===== src/rtl/maze_game_ctrl.sv =====
// maze_game_ctrl: game-flow sequencer for the 8x8 maze game.
// Owns the idle/load/settle/play/pause/win/lose/done state machine.
// It also drives the datapath soft reset, the map select, the
// level-held pause and the buzzer tone.
//
// Ports:
//   clk_in      in  1  system clock
//   rst         in  1  asynchronous active-high reset
//   start_pulse in  1  one-cycle start/next/restart request
//   pause_pulse in  1  one-cycle pause toggle
//   win_judge   in  1  level, player on exit cell
//   time_judge  in  1  level, countdown expired
//   bump_pulse  in  1  one-cycle pulse, move blocked by wall
//   game_rst    out 1  soft reset to the maze datapath
//   map_sel     out 1  maze select (0 = map 0, 1 = map 1)
//   pause       out 1  freezes moves and countdown when high
//   beep        out 1  buzzer square wave
//   state       out 3  current state code for debug LEDs
module maze_game_ctrl #(
    parameter int GRST_CYC       = 4,
    parameter int TONE_DIV       = 25000,
    parameter int BEEP_SHORT_CYC = 5000000,
    parameter int BEEP_LONG_CYC  = 50000000
) (
    input  logic       clk_in,
    input  logic       rst,
    input  logic       start_pulse,
    input  logic       pause_pulse,
    input  logic       win_judge,
    input  logic       time_judge,
    input  logic       bump_pulse,
    output logic       game_rst,
    output logic       map_sel,
    output logic       pause,
    output logic       beep,
    output logic [2:0] state
);

    localparam int LW = (GRST_CYC > 2) ? $clog2(GRST_CYC) : 1;
    localparam int TW = (TONE_DIV > 2) ? $clog2(TONE_DIV) : 1;

    localparam logic [LW-1:0] LOAD_LAST = LW'(GRST_CYC - 1);
    localparam logic [TW-1:0] TONE_LAST = TW'(TONE_DIV - 1);
    localparam logic [31:0]   BT_SHORT  = 32'(BEEP_SHORT_CYC);
    localparam logic [31:0]   BT_LONG   = 32'(BEEP_LONG_CYC);

    typedef enum logic [2:0] {
        S_IDLE   = 3'd0,
        S_LOAD   = 3'd1,
        S_SETTLE = 3'd2,
        S_PLAY   = 3'd3,
        S_PAUSE  = 3'd4,
        S_WIN    = 3'd5,
        S_LOSE   = 3'd6,
        S_DONE   = 3'd7
    } state_t;

    state_t        state_q, state_d;
    logic          map_sel_q, map_sel_d;
    logic          pause_q, pause_d;
    logic          game_rst_q, game_rst_d;
    logic          beep_q, beep_d;
    logic [LW-1:0] load_cnt_q, load_cnt_d;
    logic [TW-1:0] tone_q, tone_d;
    logic [31:0]   bt_q, bt_d;

    logic load_entry;
    logic long_load;
    logic short_load;

    // State and registered-output flops
    always_ff @(posedge clk_in or posedge rst) begin
        if (rst) begin
            state_q    <= S_IDLE;
            map_sel_q  <= 1'b0;
            pause_q    <= 1'b1;
            game_rst_q <= 1'b0;
            beep_q     <= 1'b0;
            load_cnt_q <= '0;
            tone_q     <= '0;
            bt_q       <= '0;
        end else begin
            state_q    <= state_d;
            map_sel_q  <= map_sel_d;
            pause_q    <= pause_d;
            game_rst_q <= game_rst_d;
            beep_q     <= beep_d;
            load_cnt_q <= load_cnt_d;
            tone_q     <= tone_d;
            bt_q       <= bt_d;
        end
    end

    // Next-state logic; judges and bumps only matter in PLAY
    always_comb begin
        state_d = state_q;
        unique case (state_q)
            S_IDLE: begin
                if (start_pulse)
                    state_d = S_LOAD;
            end
            S_LOAD: begin
                if (load_cnt_q == LOAD_LAST)
                    state_d = S_SETTLE;
            end
            S_SETTLE: begin
                state_d = S_PLAY;
            end
            S_PLAY: begin
                if (win_judge)
                    state_d = S_WIN;
                else if (time_judge)
                    state_d = S_LOSE;
                else if (pause_pulse)
                    state_d = S_PAUSE;
            end
            S_PAUSE: begin
                if (start_pulse)
                    state_d = S_LOAD;
                else if (pause_pulse)
                    state_d = S_PLAY;
            end
            S_WIN: begin
                if (start_pulse)
                    state_d = map_sel_q ? S_DONE : S_LOAD;
            end
            S_LOSE: begin
                if (start_pulse)
                    state_d = S_LOAD;
            end
            S_DONE: begin
                if (start_pulse)
                    state_d = S_LOAD;
            end
            default: begin
                state_d = S_IDLE;
            end
        endcase
    end

    // Output and timer next values, all derived from the next state
    // so the registered outputs line up with the state register.
    always_comb begin
        load_entry = (state_d == S_LOAD) && (state_q != S_LOAD);
        long_load  = (state_q == S_PLAY) &&
                     ((state_d == S_WIN) || (state_d == S_LOSE));
        short_load = (state_q == S_PLAY) && bump_pulse &&
                     (bt_q == '0);

        game_rst_d = (state_d == S_LOAD);
        pause_d    = (state_d != S_PLAY);

        map_sel_d = map_sel_q;
        if ((state_q == S_WIN) && start_pulse && !map_sel_q)
            map_sel_d = 1'b1;
        else if ((state_q == S_DONE) && start_pulse)
            map_sel_d = 1'b0;

        if ((state_q == S_LOAD) && (state_d == S_LOAD))
            load_cnt_d = load_cnt_q + 1'b1;
        else
            load_cnt_d = '0;

        bt_d   = bt_q;
        tone_d = tone_q;
        beep_d = beep_q;
        if (load_entry) begin
            bt_d   = '0;
            tone_d = '0;
            beep_d = 1'b0;
        end else if (long_load) begin
            // win/lose tone wins over any beep already running
            bt_d   = BT_LONG;
            tone_d = '0;
            beep_d = 1'b0;
        end else if (short_load) begin
            bt_d   = BT_SHORT;
            tone_d = '0;
            beep_d = 1'b0;
        end else if (bt_q != '0) begin
            bt_d = bt_q - 32'd1;
            if (bt_q == 32'd1) begin
                // window ends: leave the buzzer low
                tone_d = '0;
                beep_d = 1'b0;
            end else if (tone_q == TONE_LAST) begin
                tone_d = '0;
                beep_d = ~beep_q;
            end else begin
                tone_d = tone_q + 1'b1;
            end
        end else begin
            tone_d = '0;
            beep_d = 1'b0;
        end
    end

    assign state    = state_q;
    assign map_sel  = map_sel_q;
    assign pause    = pause_q;
    assign game_rst = game_rst_q;
    assign beep     = beep_q;

endmodule


===== config.mk =====
export PLATFORM = sky130hd
export DESIGN_NAME = maze_game_ctrl
export DESIGN_NICKNAME = d
export VERILOG_FILES = /design/src/rtl/maze_game_ctrl.sv
export SDC_FILE = /design/constraint.sdc
export NUM_CORES = 1
export LEC_CHECK = 0
export ABC_AREA = 1
export BUFFER_PORTS_ARGS = -buffer_cell sky130_fd_sc_hd__clkbuf_2
export CORE_UTILIZATION = 48
export CTS_BUF_LIST = sky130_fd_sc_hd__clkbuf_8
export CTS_CLUSTER_SIZE = 14
export DETAILED_ROUTE_END_ITERATION = 12
export GPL_TIMING_DRIVEN = 0
export HOLD_SLACK_MARGIN = 0.08
export SETUP_SLACK_MARGIN = 0.15
export SLEW_MARGIN = 20
export SYNTH_ARGS = -nofsm -noshare
export SYNTH_HDL_FRONTEND = slang
export SYNTH_SLANG_ARGS = --single-unit

===== constraint.sdc =====
create_clock -name clk_in -period 5.7 [get_ports clk_in]
set_clock_uncertainty 0.15 [all_clocks]
set_input_delay 1.425 -clock clk_in [delete_from_list [all_inputs] [get_ports clk_in]]
set_output_delay 1.425 -clock clk_in [all_outputs]
set_load 0.05 [all_outputs]

==> flow_metrics.tcl, run 1 <==
set metrics [dict create \
    die_w_um 89.62 \
    remaining_drc_errors 0 \
    clk_pin_slew_ps 100 \
    grt_setup_unrepaired "no" \
    grt.total_usage 0.2395 \
    postCtsSetupRepairBufs 0 \
    diodes 0 \
    die_h_um 89.62 \
    io_buffers 13 \
    p_sw_w 0.0009184 \
    min_period_ps 2780 \
    grt_max_degree 49 \
    p_int_w 0.0009897 \
    avgViaCountPerCell 5.256 \
    rows 31 \
    postCtsHoldBufs 0 \
    dr.max_layer_used "met4" \
    synthMuxAreaShare 0 \
    yosys_warnings 0 \
    clkSinkCount 56 \
    p_seq_frac 0.309 \
    fin_crit_sh 0.4876 \
    routedWlPerCell_um 13.63 \
    synth-compound-area-share 0.05093 \
    hp-class "flop to flop" \
    final_antenna_net_count 0 \
    syn-num-nets 523 \
    grt_pass1_vias 3139 \
    wl_met2_mm 3.898 \
    max_stage_delay_ps 350 \
    drtPass1Iterations 5 \
    ir_worst_vdd_mv 0.2227 \
    outcome "complete, no violations" \
    met3_length_um 349 \
    grt-ovfl-total 0 \
    core_um2 7331 \
    multi_input_area_um2 1967 \
    drt_iter0_markers 155 \
    fmax_ghz 0.3598 \
    start_kind "primary input" \
    cts_tree "yes" \
    cp_max_fo 10 \
    globalplace.congestion 0.8708 \
    insertion_delay_ps 310 \
    numCtsBuffers 5 \
    grt_pass1_wl_mm 14.78 \
    crit_slowest_cell "o31ai_2" \
    die_area_um2 8031 \
    setup_tns_ps 0 \
    initial_utilization 0.5026 \
    drive_gt1_frac 0.1238 \
    place_ws_ps 2586 \
    required_ps 5740 \
    fillers 724 \
    finalSetupViolations 0 \
    nets 544 \
    root_buffer "clkbuf_8" \
    combPwrFrac 0.540 \
    syn_area_um2 3685 \
    synthXorXnorAreaFrac 0.05229 \
    swShare 0.4813 \
    p_clk_frac 0.150 \
    met1_length_mm 4.276 \
    cts_max_level 2 \
    slew_violations 0 \
    regArea_um2 1403 \
    cp-end-kind "flop" \
    ys_seq_area_frac 0.3806 \
    slew_headroom 0.7284 \
    final_hold_viol_count 0 \
    worst_pin_slew_ps 404.3 \
    antenna_found_initial 0 \
    crit_chain "clkbuf_2 -> o31ai_2 -> nand2_1 -> nor2_2 -> nand3_4 -> nand2_4 -> buf_6 -> nor3_2" \
    power_leakage_nw 2.020 \
    ys_ff_latch 56 \
    critical_path_class "primary input to flop" \
    synth_top_family_by_area "simple AND/OR/NAND/NOR gates" \
    wirelength_mm 8.614 \
    synth.distinct_cells 33 \
    dr_total_vias 3322 \
    cap_violations 0 \
    cts_resized 0 \
    ios 14 \
    post_synth_and_or_nand_nor_area_fraction 0.4136 \
    netlist_instances 511 \
    p_per_area_nw_per_um2 473.5 \
    syn_to_final_growth_pct 9.372 \
    hpwl_mm 6.506 \
    fin_ws_ps 2920 \
    synth_adder_area_share 0.01698 \
    cts_buffer_depth 2 \
    cp.arrival_ps 2820 \
    avgSynthCellArea_um2 7.211 \
]
power groups by stage:
| stage | Sequential [W] | Combinational, W | Clock, W |
|---|---|---|---|
| 6_report | 0.000591 | 0.00103 | 0.000287 |
| 5_1_grt | 0.000607 | 0.00117 | 0.000312 |
| 4_1_cts | 0.000590 | 0.00103 | 0.000298 |
| 3_5_place_dp | 0.000597 | 0.00102 | 0 |
| 3_3_place_gp | 0.000596 | 0.00101 | 0 |
| 2_1_floorplan | 0.000623 | 0.000769 | 0 |
logic make-up after synthesis:
kind of cell | Yosys count
AND/OR/NAND/NOR | 323
buffers and inverters | 76
flip-flops | 56
AO/OA/AOI/OAI | 29
XOR/XNOR | 22
adder cells (fa/ha/maj) | 5
per-stage QoR:
step,instance area (µm²),util,cells,hold WS [ps],power (W)
after floorplan,3685,-,511,257.9,0.001392
after global placement,3874,0.5284,623,270.6,0.001608
after detailed placement,3904,0.5325,624,275.8,0.001621
after CTS,4030,0.5498,632,290.9,0.001919
after global routing,4030,0.5498,632,297.9,0.002092
final,4030,0.5498,632,286.0,0.001908
critical path, delay by kind of cell:
| kind | cells | cell delay, ps |
|---|---|---|
| buf+inv | 2 | 310 |
| simple gates | 5 | 750 |
| compound gates | 1 | 350 |
area by class of cell:
cell class / count / share of cell area
Multi-Input combinational cell: 379 / 0.4880
Sequential cell: 56 / 0.3480
Inverter: 69 / 0.06489
Tap cell: 99 / 0.03074
Clock buffer: 7 / 0.02391
Timing Repair Buffer: 14 / 0.02297
Buffer: 7 / 0.01397
Clock inverter: 1 / 0.007451
cell usage in the layout (no fill, tap or decap), types with 7 or more instances in the layout:
| cell | Yosys | routed |
|---|---|---|
| inv_1 | 65 | 64 |
| nand4_1 | 21 | 21 |
| clkbuf_8 | 0 | 7 |
| dfrtp_1 | 55 | 55 |
| o21ai_0 | 11 | 11 |
| nand2_1 | 93 | 93 |
| a21oi_1 | 9 | 9 |
| nor3_1 | 21 | 21 |
| nor2_1 | 107 | 107 |
| clkbuf_2 | 0 | 13 |
| nand3_1 | 48 | 48 |
| nor3_2 | 12 | 12 |
| xor2_1 | 17 | 17 |
| nor2_2 | 7 | 7 |
Yosys cell counts, drive strengths merged:
cell     instances  area [µm²]
nand3           51       285.3
o2111ai          1       8.760
ha               5       62.56
or2              2       12.51
nor3            33       225.2
a21oi           10       53.80
o21ai           12       63.81
nor2           116       468.0
inv             69       259.0
xnor2            5       43.79
nand2           94       360.3
o31ai            2       20.02
o21bai           4       41.29
buf              7       56.30
nand4           21       131.4
nor4             3       18.77
nand3b           3       22.52
dfstp            1       26.28
dfrtp           55        1376
xor2            17       148.9
flip-flops by register name, summed over array words and instances, names as in the netlist:
| register | flops |
|---|---|
| tone_q | 15 |
| pause | 1 |
| bt_q | 32 |
| load_cnt_q | 2 |
| state | 3 |
| game_rst | 1 |
| map_sel | 1 |
| beep | 1 |
worst paths after layout:
| kind | startpoint | end | slack, ps | cells after the start |
|---|---|---|---|---|
| worst max register to register | bt_q[0]$_DFFE_PP0P_ | bt_q[26]$_DFFE_PP0P_ | 3280 | 9 |
| worst min-delay path | load_cnt_q[0]$_DFF_PP0_ | load_cnt_q[0]$_DFF_PP0_ | 290 | 1 |
| worst max-delay path | pause_pulse | tone_q[6]$_DFF_PP0_ | 2920 | 8 |
| max in group asynchronous | rst | pause$_DFF_PP1_ | 4080 | 3 |
| min in group asynchronous | rst | tone_q[3]$_DFF_PP0_ | 840 | 2 |
| worst min register to register | load_cnt_q[0]$_DFF_PP0_ | load_cnt_q[0]$_DFF_PP0_ | 290 | 1 |
layer usage:
metal  up-vias  track usage
met5         -            0
met4         0      0.05483
met3        10      0.04570
met2        66       0.3740
met1      1556       0.3439
li1       1690            -
Note: power is estimated with default switching activity, not from simulation.
==> run 2: changes to the inputs <==
Settings changed: ABC_AREA 1 to 0, PLACE_DENSITY set to 0.67.
Clock period 5.7 ns to 2.5 ns, I/O delays scaled along.
==> flow_metrics.tcl, run 2 <==
set metrics [dict create \
    ir_worst_vdd_mv 0.8391 \
    syn_to_final_growth_pct 28.36 \
    placed_area_um2 3327 \
    rows 28 \
    numCtsBuffers 5 \
    cts_tree "yes" \
    initial_utilization 0.5037 \
    worst_pin_slew_ps 680.8 \
    syn_area_um2 3035 \
    clkSinkCount 56 \
    violations "setup timing" \
    die_h_um 81.52 \
    remaining_drc_errors 0 \
    finalNonFillerCells 438 \
    die_w_um 81.52 \
    globalplace.congestion 0.8136 \
    diodes 0 \
    avgSynthCellArea_um2 9.456 \
    regArea_um2 1406 \
    root_buffer "clkbuf_8" \
    yosys.area.top_type "dfrtp_1" \
    routedWlPerCell_um 16.42 \
    dr_total_vias 2515 \
    drt_iter0_markers 100 \
    fmax_ghz 0.3867 \
    yosysMostFrequentCell "dfrtp_1" \
    p_per_area_nw_per_um2 1275 \
    dpl.cell_count 409 \
    hpwl_mm 4.335 \
    outcome "finished with violations" \
    avgViaCountPerCell 5.742 \
    fin_util 0.6466 \
    grt.total_usage 0.2335 \
    slew_violations 0 \
    multi_input_area_um2 1896 \
    drive_gt1_frac 0.3444 \
    wirelength_mm 7.191 \
    layout_common_cells "dfrtp_1, nor2_1, xnor2_1" \
    ys_seq_area_frac 0.4621 \
    io_buffers 13 \
    cp-end-kind "flop" \
    insertion_delay_ps 320 \
    grt_setup_unrepaired "yes" \
    fin_crit_sh 1.034 \
    clk_pin_slew_ps 100 \
    required_ps 2560 \
    r2r-start "bt_q[23]$_DFFE_PP0P_" \
    yosys_warnings 0 \
    cp.arrival_ps 2650 \
    netlist_instances 321 \
    final_hold_viol_count 0 \
    max_stage_delay_ps 540 \
    slew_headroom 0.5462 \
    cts_max_level 2 \
    start_kind "flop" \
    critical_path_class "flop to flop" \
    synth.distinct_cells 53 \
    drtPass1Iterations 4 \
    finalPower_w 0.004967 \
    grt_pass1_wl_mm 11.63 \
    syn-num-nets 333 \
    ys_top_cells_by_count "dfrtp_1, nor2_1, nor3_1" \
    ios 14 \
    cp-startpoint "bt_q[23]$_DFFE_PP0P_" \
    yosys-top-cells-area "dfrtp_1, xnor2_1, nor3_1" \
    fillers 492 \
    crit_slowest_cell "or4_4" \
    cp_max_fo 5 \
    top_register "bt_q" \
    crit_chain "or4_4 -> or3_4 -> buf_8 -> nor4_4 -> buf_4 -> buf_6 -> a211oi_2 -> xnor2_1 -> nor2_1" \
    grt_pass1_vias 2425 \
    antenna_found_initial 0 \
    core_um2 6026 \
    fin_ws_ps -86.12 \
    finalSetupViolations 29 \
    min_period_ps 2586 \
    die_area_um2 6646 \
    hp-class "primary input to async pin" \
    ys_ff_latch 56 \
    postCtsHoldBufs 0 \
    final_area_um2 3896 \
    async_flop_share 1.000 \
    largest_reg_flops 32 \
    ys_dominant_reg_cell "dfrtp_1" \
    cap_violations 0 \
    grt_max_degree 57 \
    power_leakage_nw 1.660 \
    synth_edf_count 0 \
    nets 374 \
    synth_top_area_share 0.4534 \
    final_antenna_net_count 0 \
    final_common_cell "dfrtp_1" \
    cts_buffer_depth 2 \
    grt-ovfl-total 0 \
    reg2reg_slack_ps -90 \
]
[run 2: critical path: cells and delay by family, from the launching register on]
family                 cells  cell delay [ps]
XOR/XNOR                   1              200
AO/OA/AOI/OAI              1               70
flip-flops                 1              400
AND/OR/NAND/NOR            4             1240
buffers and inverters      3              430
[run 2: cell families after synthesis]
group,after synthesis,share of synthesized area
muxes,1,0.003298
adders and majority gates,5,0.02061
AOI/OAI and AO/OA,54,0.1167
and+or+nand+nor,149,0.2667
xor gates and xnor gates,35,0.1010
buffers and inverters,21,0.02968
DFF,56,0.4621
[run 2: where the power goes]
part	internal [W]	total (W)	switching [W]
clock network	0.000297	0.000605	0.000308
registers	0.00118	0.00148	0.000299
logic	0.00119	0.00288	0.00169
total	0.00267	0.00497	0.00229
[run 2: per-layer routing]
layer,vias to the layer above,wire (µm),share of wire,global-route usage
met5,-,0,0,0
met4,0,102,0.014,0.08214
met3,9,221,0.031,0.04444
met2,42,3570,0.50,0.3858
met1,1231,3298,0.46,0.3047
li1,1233,-,-,-
[run 2: timing repair]
item | in CTS | in global routing
setup buffers | 14 | 4
resized for setup | 28 | 55
cloned | 3 | 0
pin swaps | 23 | 24
endpoints found under the setup margin | 48 | 48
[run 2: final cells by class]
type	count	share of cell area
clock buffers	5	0.01766
multi-input cells	245	0.4865
repair buffers	33	0.06101
flip-flops and latches	56	0.3610
plain buffers	11	0.02858
well taps	75	0.02408
inverters	10	0.01028
clock inverters	3	0.01092
[run 2: path summary, 6_finish.rpt]
kind                                           end  cells after the start
setup reg to reg              bt_q[31]$_DFFE_PP0P_                      9
max in group asynchronous     bt_q[12]$_DFFE_PP0P_                      2
hold reg to reg            load_cnt_q[0]$_DFF_PP0_                      1
min in group clk_in        load_cnt_q[0]$_DFF_PP0_                      1
hold / removal                  game_rst$_DFF_PP0_                      2
setup / recovery              bt_q[31]$_DFFE_PP0P_                      9
[run 2: through the flow]
| stage | hold WS [ps] | worst slack [ps] | setup TNS, ps |
|---|---|---|---|
| after floorplan | 268.3 | 78.63 | 0 |
| after global placement | 282.8 | -525.3 | -26160 |
| after detailed placement | 309.7 | -251.1 | -7123 |
| after CTS | 283.6 | -96.87 | -1951 |
| after global routing | 307.6 | -157.3 | -3715 |
| final | 238.7 | -86.12 | -1232 |
